### src/rtl/game_pkg.sv
// Shared types and helpers for the game-flow controller: screen/state encoding
// and the saturating score adder.
package game_pkg;

    typedef enum logic [2:0] {
        IDLE     = 3'd0,
        PLAY     = 3'd1,
        PAUSE    = 3'd2,
        LEVEL_UP = 3'd3,
        LOSE     = 3'd4,
        WIN      = 3'd5
    } game_st_t;

    // Wide add, clamped to the largest value a width-bit score can hold.
    function automatic logic [31:0] sat_add(
        input logic [31:0] a,
        input logic [31:0] b,
        input int unsigned width
    );
        logic [32:0] sum;
        logic [32:0] max;
        sum = {1'b0, a} + {1'b0, b};
        max = (33'd1 << width) - 33'd1;
        return (sum > max) ? 32'(max) : 32'(sum);
    endfunction

endpackage

### src/rtl/game_flow_controller_if.sv
// Bus between the collision/object layer (master) and the game-flow
// controller (slave); the controller's outputs feed the screen and score display.
interface game_flow_controller_if #(
    parameter int NUM_PIGS  = 3,
    parameter int NUM_BIRDS = 5,
    parameter int MAX_LEVEL = 4,
    parameter int SCORE_W   = 10
);
    import game_pkg::*;

    logic                             startOfFrame;
    logic                             game_start_key;
    logic                             pause_key;
    logic                             collisionBirdPig;
    logic                             bird_disappear;

    logic [SCORE_W-1:0]               score;
    logic [$clog2(MAX_LEVEL+1)-1:0]   level;
    logic [$clog2(NUM_PIGS+1)-1:0]    pigs_left;
    logic [$clog2(NUM_BIRDS+1)-1:0]   birds_left;
    game_st_t                         currScreen;
    logic                             startGame;
    logic                             hitPulse;
    logic                             levelStartPulse;

    modport master (
        output startOfFrame, game_start_key, pause_key, collisionBirdPig, bird_disappear,
        input  score, level, pigs_left, birds_left, currScreen,
        input  startGame, hitPulse, levelStartPulse
    );

    modport slave (
        input  startOfFrame, game_start_key, pause_key, collisionBirdPig, bird_disappear,
        output score, level, pigs_left, birds_left, currScreen,
        output startGame, hitPulse, levelStartPulse
    );

endinterface

### src/rtl/frame_event_gate.sv
// Turns a level-sensitive collision into at most one accepted hit per frame;
// a hit on the startOfFrame cycle belongs to the new frame.
module frame_event_gate (
    input  logic clk,
    input  logic resetN,
    input  logic i_start_of_frame,
    input  logic i_collision,
    input  logic i_enable,
    output logic o_accept
);

    logic r_frame_flag;

    assign o_accept = i_enable & i_collision & (~r_frame_flag | i_start_of_frame);

    // NOTE: state updates use <= so every flop samples pre-edge values, avoiding ordering races.
    always_ff @(posedge clk or negedge resetN) begin
        if (!resetN) begin
            r_frame_flag <= 1'b0;
        end else if (o_accept) begin
            r_frame_flag <= 1'b1;
        end else if (i_start_of_frame) begin
            r_frame_flag <= 1'b0;
        end
    end

endmodule

### src/rtl/game_flow_controller.sv
// Game-flow FSM: per-level pig/bird bookkeeping, saturating score with
// end-of-level bonus, pause toggle and timed level transition.
module game_flow_controller #(
    parameter int NUM_PIGS        = 3,
    parameter int NUM_BIRDS       = 5,
    parameter int MAX_LEVEL       = 4,
    parameter int SCORE_W         = 10,
    parameter int SCORE_PER_HIT   = 1,
    parameter int BONUS_PER_BIRD  = 2,
    parameter int LVL_WAIT_FRAMES = 60
) (
    input logic                   clk,
    input logic                   resetN,
    game_flow_controller_if.slave bus
);
    import game_pkg::*;

    localparam int PIG_W  = $clog2(NUM_PIGS + 1);
    localparam int BIRD_W = $clog2(NUM_BIRDS + 1);
    localparam int LVL_W  = $clog2(MAX_LEVEL + 1);
    localparam int FRM_W  = $clog2(LVL_WAIT_FRAMES + 1);

    game_st_t           r_state, w_state_next;
    logic [SCORE_W-1:0] r_score, w_score_next, w_score_hit;
    logic [LVL_W-1:0]   r_level, w_level_next;
    logic [PIG_W-1:0]   r_pigs, w_pigs_next;
    logic [BIRD_W-1:0]  r_birds, w_birds_next, w_birds_m1;
    logic [FRM_W-1:0]   r_frame_cnt, w_frame_cnt_next;
    logic               r_pause_prev, r_start_game, r_hit_pulse, r_lvl_pulse;
    logic               w_pause_rise, w_hit_en, w_accept, w_last_pig, w_lvl_start;
    logic [31:0]        w_score_add;

    frame_event_gate u_gate (
        .clk              (clk),
        .resetN           (resetN),
        .i_start_of_frame (bus.startOfFrame),
        .i_collision      (bus.collisionBirdPig),
        .i_enable         (w_hit_en),
        .o_accept         (w_accept)
    );

    // A pause edge takes priority over a hit arriving in the same cycle.
    assign w_pause_rise = bus.pause_key & ~r_pause_prev;
    assign w_hit_en     = (r_state == PLAY) && !w_pause_rise;
    assign w_last_pig   = (r_pigs == PIG_W'(1));
    assign w_birds_m1   = (r_birds != '0) ? r_birds - BIRD_W'(1) : '0;
    assign w_score_add  = 32'(SCORE_PER_HIT)
                        + (w_last_pig ? 32'(w_birds_m1) * 32'(BONUS_PER_BIRD) : 32'd0);
    assign w_score_hit  = SCORE_W'(sat_add(32'(r_score), w_score_add, SCORE_W));

    always_ff @(posedge clk or negedge resetN) begin
        if (!resetN) begin
            r_state <= IDLE;
        end else begin
            r_state <= w_state_next;
        end
    end

    // NOTE: every always_comb output gets a default first so no path infers a latch.
    always_comb begin
        w_state_next     = r_state;
        w_score_next     = r_score;
        w_level_next     = r_level;
        w_pigs_next      = r_pigs;
        w_birds_next     = r_birds;
        w_frame_cnt_next = r_frame_cnt;
        w_lvl_start      = 1'b0;
        case (r_state)
            IDLE, LOSE, WIN: begin
                if (bus.game_start_key) begin
                    w_state_next = PLAY;
                    w_score_next = '0;
                    w_level_next = LVL_W'(1);
                    w_pigs_next  = PIG_W'(NUM_PIGS);
                    w_birds_next = BIRD_W'(NUM_BIRDS);
                    w_lvl_start  = 1'b1;
                end
            end
            PLAY: begin
                if (w_pause_rise) begin
                    w_state_next = PAUSE;
                end else if (w_accept) begin
                    w_score_next = w_score_hit;
                    w_pigs_next  = r_pigs - PIG_W'(1);
                    w_birds_next = w_birds_m1;
                    if (w_last_pig) begin
                        if (r_level == LVL_W'(MAX_LEVEL)) begin
                            w_state_next = WIN;
                        end else begin
                            w_state_next     = LEVEL_UP;
                            w_frame_cnt_next = '0;
                        end
                    end
                end else if (bus.bird_disappear) begin
                    w_birds_next = w_birds_m1;
                    if (r_birds <= BIRD_W'(1)) begin
                        w_state_next = LOSE;
                    end
                end
            end
            PAUSE: begin
                if (w_pause_rise) begin
                    w_state_next = PLAY;
                end
            end
            LEVEL_UP: begin
                if (bus.startOfFrame) begin
                    if (r_frame_cnt == FRM_W'(LVL_WAIT_FRAMES - 1)) begin
                        w_state_next = PLAY;
                        w_level_next = r_level + LVL_W'(1);
                        w_pigs_next  = PIG_W'(NUM_PIGS);
                        w_birds_next = BIRD_W'(NUM_BIRDS);
                        w_lvl_start  = 1'b1;
                    end else begin
                        w_frame_cnt_next = r_frame_cnt + FRM_W'(1);
                    end
                end
            end
            default: w_state_next = IDLE;
        endcase
    end

    always_ff @(posedge clk or negedge resetN) begin
        if (!resetN) begin
            r_score      <= '0;
            r_level      <= '0;
            r_pigs       <= '0;
            r_birds      <= '0;
            r_frame_cnt  <= '0;
            r_pause_prev <= 1'b0;
            r_start_game <= 1'b0;
            r_hit_pulse  <= 1'b0;
            r_lvl_pulse  <= 1'b0;
        end else begin
            r_score      <= w_score_next;
            r_level      <= w_level_next;
            r_pigs       <= w_pigs_next;
            r_birds      <= w_birds_next;
            r_frame_cnt  <= w_frame_cnt_next;
            r_pause_prev <= bus.pause_key;
            r_start_game <= (w_state_next == PLAY);
            r_hit_pulse  <= w_accept;
            r_lvl_pulse  <= w_lvl_start;
        end
    end

    assign bus.score           = r_score;
    assign bus.level           = r_level;
    assign bus.pigs_left       = r_pigs;
    assign bus.birds_left      = r_birds;
    assign bus.currScreen      = r_state;
    assign bus.startGame       = r_start_game;
    assign bus.hitPulse        = r_hit_pulse;
    assign bus.levelStartPulse = r_lvl_pulse;

endmodule
### src/flat_wrapper.sv
// flat-port wrapper written by rule: the top's interface ports become plain ports
module game_flow_controller_flat import game_pkg::*;
#(
    parameter int NUM_PIGS        = 3,
    parameter int NUM_BIRDS       = 5,
    parameter int MAX_LEVEL       = 4,
    parameter int SCORE_W         = 10,
    parameter int SCORE_PER_HIT   = 1,
    parameter int BONUS_PER_BIRD  = 2,
    parameter int LVL_WAIT_FRAMES = 60
)
  (clk, resetN, bus_startOfFrame, bus_game_start_key, bus_pause_key, bus_collisionBirdPig, bus_bird_disappear, bus_score, bus_level, bus_pigs_left, bus_birds_left, bus_currScreen, bus_startGame, bus_hitPulse, bus_levelStartPulse);
  game_flow_controller_if #(.NUM_PIGS(NUM_PIGS), .NUM_BIRDS(NUM_BIRDS), .MAX_LEVEL(MAX_LEVEL), .SCORE_W(SCORE_W)) bus_i ();
  input logic clk;
  input logic resetN;
  input wire logic [$bits(bus_i.startOfFrame)-1:0] bus_startOfFrame;
  input wire logic [$bits(bus_i.game_start_key)-1:0] bus_game_start_key;
  input wire logic [$bits(bus_i.pause_key)-1:0] bus_pause_key;
  input wire logic [$bits(bus_i.collisionBirdPig)-1:0] bus_collisionBirdPig;
  input wire logic [$bits(bus_i.bird_disappear)-1:0] bus_bird_disappear;
  output wire logic [$bits(bus_i.score)-1:0] bus_score;
  output wire logic [$bits(bus_i.level)-1:0] bus_level;
  output wire logic [$bits(bus_i.pigs_left)-1:0] bus_pigs_left;
  output wire logic [$bits(bus_i.birds_left)-1:0] bus_birds_left;
  output wire logic [$bits(bus_i.currScreen)-1:0] bus_currScreen;
  output wire logic [$bits(bus_i.startGame)-1:0] bus_startGame;
  output wire logic [$bits(bus_i.hitPulse)-1:0] bus_hitPulse;
  output wire logic [$bits(bus_i.levelStartPulse)-1:0] bus_levelStartPulse;
  assign bus_i.startOfFrame = bus_startOfFrame;
  assign bus_i.game_start_key = bus_game_start_key;
  assign bus_i.pause_key = bus_pause_key;
  assign bus_i.collisionBirdPig = bus_collisionBirdPig;
  assign bus_i.bird_disappear = bus_bird_disappear;
  assign bus_score = bus_i.score;
  assign bus_level = bus_i.level;
  assign bus_pigs_left = bus_i.pigs_left;
  assign bus_birds_left = bus_i.birds_left;
  assign bus_currScreen = bus_i.currScreen;
  assign bus_startGame = bus_i.startGame;
  assign bus_hitPulse = bus_i.hitPulse;
  assign bus_levelStartPulse = bus_i.levelStartPulse;
  game_flow_controller #(.NUM_PIGS(NUM_PIGS), .NUM_BIRDS(NUM_BIRDS), .MAX_LEVEL(MAX_LEVEL), .SCORE_W(SCORE_W), .SCORE_PER_HIT(SCORE_PER_HIT), .BONUS_PER_BIRD(BONUS_PER_BIRD), .LVL_WAIT_FRAMES(LVL_WAIT_FRAMES)) u_core (.clk(clk), .resetN(resetN), .bus(bus_i));
endmodule
### config.mk
export PLATFORM = sky130hd
export DESIGN_NAME = game_flow_controller_flat
export DESIGN_NICKNAME = d
export VERILOG_FILES = /design/src/rtl/game_pkg.sv /design/src/rtl/game_flow_controller_if.sv /design/src/rtl/frame_event_gate.sv /design/src/rtl/game_flow_controller.sv /design/src/flat_wrapper.sv
export SDC_FILE = /design/constraint.sdc
export NUM_CORES = 1
export LEC_CHECK = 0
export BUFFER_PORTS_ARGS = -buffer_cell sky130_fd_sc_hd__buf_2
export CAP_MARGIN = 10
export CELL_PAD_IN_SITES_DETAIL_PLACEMENT = 1
export CELL_PAD_IN_SITES_GLOBAL_PLACEMENT = 2
export CORE_ASPECT_RATIO = 0.8
export CORE_MARGIN = 5
export CORE_UTILIZATION = 34
export DETAILED_ROUTE_END_ITERATION = 12
export HOLD_SLACK_MARGIN = 0.1
export PLACE_DENSITY = 0.87
export SLEW_MARGIN = 20
export SYNTH_ARGS = -nofsm -noshare
export SYNTH_HDL_FRONTEND = slang
export SYNTH_SLANG_ARGS = --single-unit
### constraint.sdc
create_clock -name clk -period 2.95 [get_ports clk]
set_input_delay 0.59 -clock clk [delete_from_list [all_inputs] [get_ports clk]]
set_output_delay 0.59 -clock clk [all_outputs]
set_load 0.05 [all_outputs]
# Word-level counts from Yosys, hierarchy flattened

Cells that the tools add are included.

Register bits after elaboration: 32
Latch bits: 0
Bits in writable memories: 0
Bits in read-only memories: 0
Output and inout port bits: 24
Word-level logic and storage cells: 106
Memories: 0

Add/subtract/negate cells: 6
$mul: 0
Divide/modulo/power cells: 0
Order comparisons: 2
Equality and inequality tests: 18
Shift-type cells: 0
Multiplexer cells: 48
Bitwise gates (word level): 6
Reductions and logical operators: 15

Operators by type and width:

| kind                                                                               | number |
|---|---|
| 3-bit 2-to-1 mux                                                                   | 20 |
| 10-bit 2-to-1 mux                                                                  | 4 |
| 6-bit 2-to-1 mux                                                                   | 6 |
| 10-bit by 32-bit adder with 33-bit output                                          | 1 |
| 33-bit by 10-bit greater-than comparator with 1-bit output (second input constant) | 1 |
| 1-bit by 32-bit adder with 32-bit output (first input constant)                    | 1 |
| 10-bit one-hot mux with 2 select lines                                             | 1 |
| 3-bit one-hot mux with 4 select lines                                              | 1 |
| 6-bit one-hot mux with 2 select lines                                              | 1 |
| 6-bit AND reduction                                                                | 2 |
| 2-bit 2-to-1 mux                                                                   | 5 |
| 2-bit != test (second input constant)                                              | 5 |
| 3-bit equality test (second input constant)                                        | 3 |
| 3-bit one-hot mux with 3 select lines                                              | 1 |
| 4-bit AND reduction                                                                | 2 |
| 2-bit nonzero test                                                                 | 4 |
| 7-bit AND reduction                                                                | 1 |
| 6-bit by 1-bit adder with 6-bit output (second input constant)                     | 1 |
| 3-bit by 1-bit equality test with 1-bit output (second input constant)             | 2 |
| 3-bit by 2-bit equality test with 1-bit output (second input constant)             | 2 |
| 6-bit equality test (second input constant)                                        | 1 |
| 2-bit by 1-bit != test with 1-bit output (second input constant)                   | 3 |
| 2-bit one-hot mux with 3 select lines                                              | 1 |
| 3-bit one-hot mux with 2 select lines                                              | 1 |
| other kinds (17)                                                                   | 25 |

# Logic depth before layout (Yosys ltp)

Word-level depth: 10
Depth in mapped cells: 10
Mapped depth without buffers: 10

# Hierarchy

Synthesis repeated with hierarchy kept, for this count alone.

Cells, all modules: 202
Area, all modules: 1885.6 sq um

By module, submodules not included:

| module               | times used | cells each | area each (sq um) | seq. area each (sq um) |
|---|---|---|---|---|
| game_flow_controller | 1          | 196        | 1831.8            | 775.7 |
| frame_event_gate     | 1          | 6          | 53.8              | 25.0 |

# Least setup slack after synthesis

No wires, ideal clock.

Path type: reg2reg
From: register u_core.r_birds[0], in the netlist u_core.bus.birds_left[0]
To: register u_core.r_score[6], in the netlist u_core.bus.score[6]
Arrival: 2.755 ns
Data required time: 2.864 ns
Setup slack: 0.109 ns
Cell stages (with the launch flop): 10
Path buffers: 0
Path through: dfrtp_1 > nor2_1 > ha_1 > or3b_2 > fa_1 > nand2b_1 > o2bb2ai_1 > nor2_1 > and4bb_1 > nor3_1

Longest elaborated chain between the ends: 10
Elaborated cells between the ends (all ways): 11
Those cells by class: add/sub: 3; order compare: 1; mux: 6; reduce/logical: 1

RTL lines:

| what                                                                              | RTL line                    | RTL |
|---|---|---|
| from (decl)                                                                       | game_flow_controller.sv:27  | `logic [BIRD_W-1:0] r_birds, w_birds_next, w_birds_m1;` |
| from (signal assigned)                                                            | game_flow_controller.sv:138 | `r_birds <= w_birds_next;` |
| 3-bit by 1-bit subtractor with 3-bit output or 3-bit nonzero test (tied branches) | game_flow_controller.sv:46  | `assign w_birds_m1 = (r_birds != '0) ? r_birds - BIRD_W'(1) : '0;` |
| 3-bit 2-to-1 mux (*)                                                              | game_flow_controller.sv:46  |  |
| 4-bit 2-to-1 mux (*)                                                              | game_flow_controller.sv:48  | `+ (w_last_pig ? 32'(w_birds_m1) * 32'(BONUS_PER_BIRD) : 32'd0);` |
| 1-bit by 32-bit adder with 32-bit output (*)                                      | game_flow_controller.sv:48  |  |
| 10-bit by 32-bit adder with 33-bit output (*)                                     | game_pkg.sv:22              | `sum = {1'b0, a} + {1'b0, b};` |
| 33-bit by 10-bit greater-than comparator with 1-bit output                        | game_pkg.sv:24              | `return (sum > max) ? 32'(max) : 32'(sum);` |
| 10-bit 2-to-1 mux (*)                                                             | game_pkg.sv:24              |  |
| 10-bit 2-to-1 mux (*)                                                             | game_flow_controller.sv:82  | `end else if (w_accept) begin` |
| 10-bit 2-to-1 mux (*)                                                             | game_flow_controller.sv:80  | `if (w_pause_rise) begin` |
| 10-bit one-hot mux with 2 select lines (*)                                        | game_flow_controller.sv:68  | `case (r_state)` |
| to (signal assigned)                                                              | game_flow_controller.sv:135 | `r_score <= w_score_next;` |
| to (decl)                                                                         | game_flow_controller.sv:24  | `logic [SCORE_W-1:0] r_score, w_score_next, w_score_hit;` |

Mark *: on every way between the ends. The rest lies on a longest branch, timed or not. The select of a mux whose other input is x is not followed.
A chain may end at the register's enable or synchronous reset.

# Final worst setup path

Same ends and word-level chain as after synthesis.

==> impl_metrics.ini <==
[run_status]
run_status = finished, final reports clean

[clock_network]
post_cts_resize_count = 0
clock_sinks = 32
tritoncts = built
h-tree-depth = 2
postCtsHoldBufs = 0
clk_pin_slew_ns = 0.07
clk_buf_depth = 2
post_cts_buffers = 0
clock_latency_ns = 0.28
cts_buffers = 5
clock_tree_root = clkbuf_8

[logic_synthesis]
ys_seq_area_share_pct = 43.3
synthesis.instances = 196
synth.avg_cell_area_um2 = 9.44
synth.net_count = 213
synth_top_flop_cell = dfrtp_1
top_cell_type_s_share_of_synthesized_area_pct = 43.3
synthesis.area_mm2 = 0.00185
synth_edf_count = 0
yosys_warnings = 0
yosys.cell_types.count = 55
yosys_reg_bits = 32
library_cell_occupying_the_most_area_in_the_post_synthesis_netlist = dfrtp_1
netlist_top_cells_area = dfrtp_1 (43%), ha_1 (6.1%), nand2_1 (3.9%)
synth_async_sr_flop_share_pct = 100

[pwr]
power_frac_comb_pct = 48.3
totalPowerFinal_mw = 2.11
leak_pwr_nw = 1.02
power.clock.fraction_pct = 16.8
sequential_fraction_of_design_power_pct = 34.9
irDropWorstVdd_v = 0.000408
internal-power_mw = 1.08
sw_frac_of_total_pct = 48.9
power-per-cell-area_mw_per_mm2 = 969
switching_power_mw = 1.03

[critical_path]
timing.critical_path.to_type = flop
critPathMaxFanout = 7
r2r.worst_path.cells = 9
path_class = reg -> reg
critical_path.startpoint_type = flop
worst-endpoint-required_ns = 3.15
launch_point_of_the_worst_reg_to_reg_path = u_core.bus.birds_left[0]$_DFFE_PN0P_
startpoint = u_core.bus.birds_left[0]$_DFFE_PN0P_
worst_path_largest_cell_delay_ns = 0.48
worstReg2RegEnd = u_core.bus.score[6]$_DFFE_PN0P_
buffer_and_inverter_count_on_the_worst_path = 0
worstPathCellList = nor2_1, ha_1, or3b_2, fa_1, nand2b_1, o2bb2ai_1, nor2_2, and4bb_1, nor3_1
worst_path_top_cell_family_by_delay = simple AND/OR/NAND/NOR gates
cp_data_arrival_time_ns = 2.91
timing.reg2reg.setup_slack_ns = 0.24
cpMaxStageDelayCell = or3b_2

[sta]
worst_clock_skew_ns = 0.00435
f_max_mhz = 369
finalSetupViolCount = 0
period_share_pct = 91.8
hold_viol = 0
timing.max_slew.rel_slack_pct = 48.5
setup-tns-final_ns = 0
grt_setup_unrepaired = false
period_needed_ns = 2.71
max_slew.worst_pin.slew_ns = 0.773
slew_viol_final = 0

[global_route]
first_global_vias = 1699
grt_remaining_overflow = 0
number_of_antenna_violations_at_the_first_check_in_global_routing = 0
grt_usage_pct = 14.8
grt_pass1_wl_um = 8220
largest_net_degree_at_the_start_of_global_routing = 33

[die]
design.die.area_mm2 = 0.00702
width_of_the_die_um = 92.5
initial_core_util_pct = 34.4
rows = 24
floorplan.core_area_mm2 = 0.00538
die_span_y_um = 76.0
floorplan.io_pins = 31

[cells_and_area]
n_antenna_cell = 0
final_net_count = 249
area_growth_syn_to_layout_pct = 17.7
post_layout_nonfiller_instances = 298
drive_gt1_share_pct = 21.0
fill_cells = 639

[placed_design]
detailed_place_hpwl_um = 3660
post-place-cells = 290
io_buffer_count = 30
finalWeightedCongestion = 0.813

[drt]
post_route_drc_violation_count = 0
drt_iter0_drc = 68
routed_via_density = 5.39
route.vias.total = 1607
finalWirelength_um = 4920
antenna_violating_nets_post_route = 0
detailedRoute.firstPassIterationCount = 4
detail_route.wl_per_cell_um = 16.5

[flow_run]
max-cap-violations = 0

[worst_hold_path]
worstHoldPathType = in -> async
## state kept, by name (all words and copies together), names as in the netlist
signal,cells
u_core.bus.score,10
u_core.r_frame_cnt,6
u_core.bus.birds_left,3
u_core.bus.currScreen,3
u_core.bus.level,3
u_core.bus.pigs_left,2
u_core.bus.hitPulse,1
u_core.bus.levelStartPulse,1
u_core.bus.startGame,1
u_core.r_pause_prev,1
u_core.u_gate.r_frame_flag,1
## per-layer routing
metal	GRT usage, %	share of wire [%]	vias up
met5	0	0	-
met4	6.23	1.6	0
met3	3.07	3.2	7
met2	23.0	46	24
met1	19.8	49	792
li1	-	-	784
## cells by family (layout without fill, tap and decap cells)
group / after synthesis / in the layout / share of synthesized area (%)
buffers and inverters: 15 / 52 / 3.11
AOI/OAI and AO/OA: 50 / 50 / 18.4
adders and majority gates: 10 / 10 / 7.17
xor gates and xnor gates: 5 / 5 / 2.37
DFF: 32 / 32 / 43.3
muxes: 2 / 2 / 1.15
and+or+nand+nor: 82 / 82 / 24.5
## final cells by class
type                            instances  area [um^2]  share of cell area (%)
Clock buffer                            8         90.1                    4.14
Inverter                               12         45.0                    2.07
Multi-Input combinational cell        149          993                    45.7
Sequential cell                        32          801                    36.8
Tap cell                               65         81.3                    3.74
Timing Repair Buffer                   32          165                    7.59
## cell usage in the layout, fill, tap and decap left out, types with 2 or more instances in the layout
| master | instances |
|---|---|
| o211ai_1 | 2 |
| nor2b_1 | 3 |
| a21oi_1 | 11 |
| nand3_1 | 3 |
| a31oi_1 | 3 |
| a22o_1 | 2 |
| xor2_1 | 3 |
| or3_1 | 4 |
| inv_1 | 11 |
| o21ai_1 | 4 |
| clkbuf_8 | 6 |
| buf_4 | 2 |
| nor4b_1 | 2 |
| and3_1 | 3 |
| xnor2_1 | 2 |
| a211oi_1 | 3 |
| nand4_1 | 4 |
| ha_1 | 9 |
| o31ai_1 | 5 |
| o21ai_0 | 6 |
| nor3_2 | 3 |
| nand2_1 | 19 |
| clkbuf_1 | 2 |
| nor3_1 | 7 |
| nor2_1 | 18 |
| and2_1 | 2 |
| dfrtp_1 | 32 |
| buf_2 | 30 |
| nand2b_1 | 3 |
## stage by stage
step                utilization (%)  cell area (um^2)  hold slack, ns  setup WS, ns
finish                         40.5              2180           0.364         0.242
global route                   40.5              2180           0.425       0.00660
CTS                            40.4              2170           0.387         0.132
detailed placement             38.8              2080           0.511         0.142
global placement               38.8              2080           0.508         0.238
floorplan                         -              1850           0.294         0.109
## worst max-delay path by stage
stage / endpoint / cells past startpoint / slack (ns)
CTS: u_core.bus.score[6]$_DFFE_PN0P_ / 9 / 0.13
finish: u_core.bus.score[6]$_DFFE_PN0P_ / 9 / 0.24
global route: u_core.bus.score[8]$_DFFE_PN0P_ / 9 / 0.007
global placement: u_core.bus.score[6]$_DFFE_PN0P_ / 9 / 0.24
detailed placement: u_core.bus.score[6]$_DFFE_PN0P_ / 9 / 0.14
floorplan: u_core.bus.score[6]$_DFFE_PN0P_ / 9 / 0.11
## cell usage after synthesis (3+ instances only)
cell type	instances
xor2_1	3
a31oi_1	3
nor3_2	3
nand3_1	3
nand4_1	4
nand2b_1	3
ha_1	9
inv_1	11
a211oi_1	3
dfrtp_1	32
or3_1	4
o21ai_0	6
and3_1	3
nand2_1	19
nor3_1	7
a21oi_1	11
nor2b_1	3
o31ai_1	5
o21ai_1	4
nor2_1	19
## power by group through the flow
stage / registers, mW / logic, mW / clock network, mW
floorplan: 0.988 / 0.505 / 0
detailed placement: 0.743 / 1.02 / 0
finish: 0.736 / 1.02 / 0.355
global placement: 0.735 / 1.01 / 0
CTS: 0.738 / 1.03 / 0.370
global route: 0.762 / 1.11 / 0.387
(Power assumes the default switching activity.)
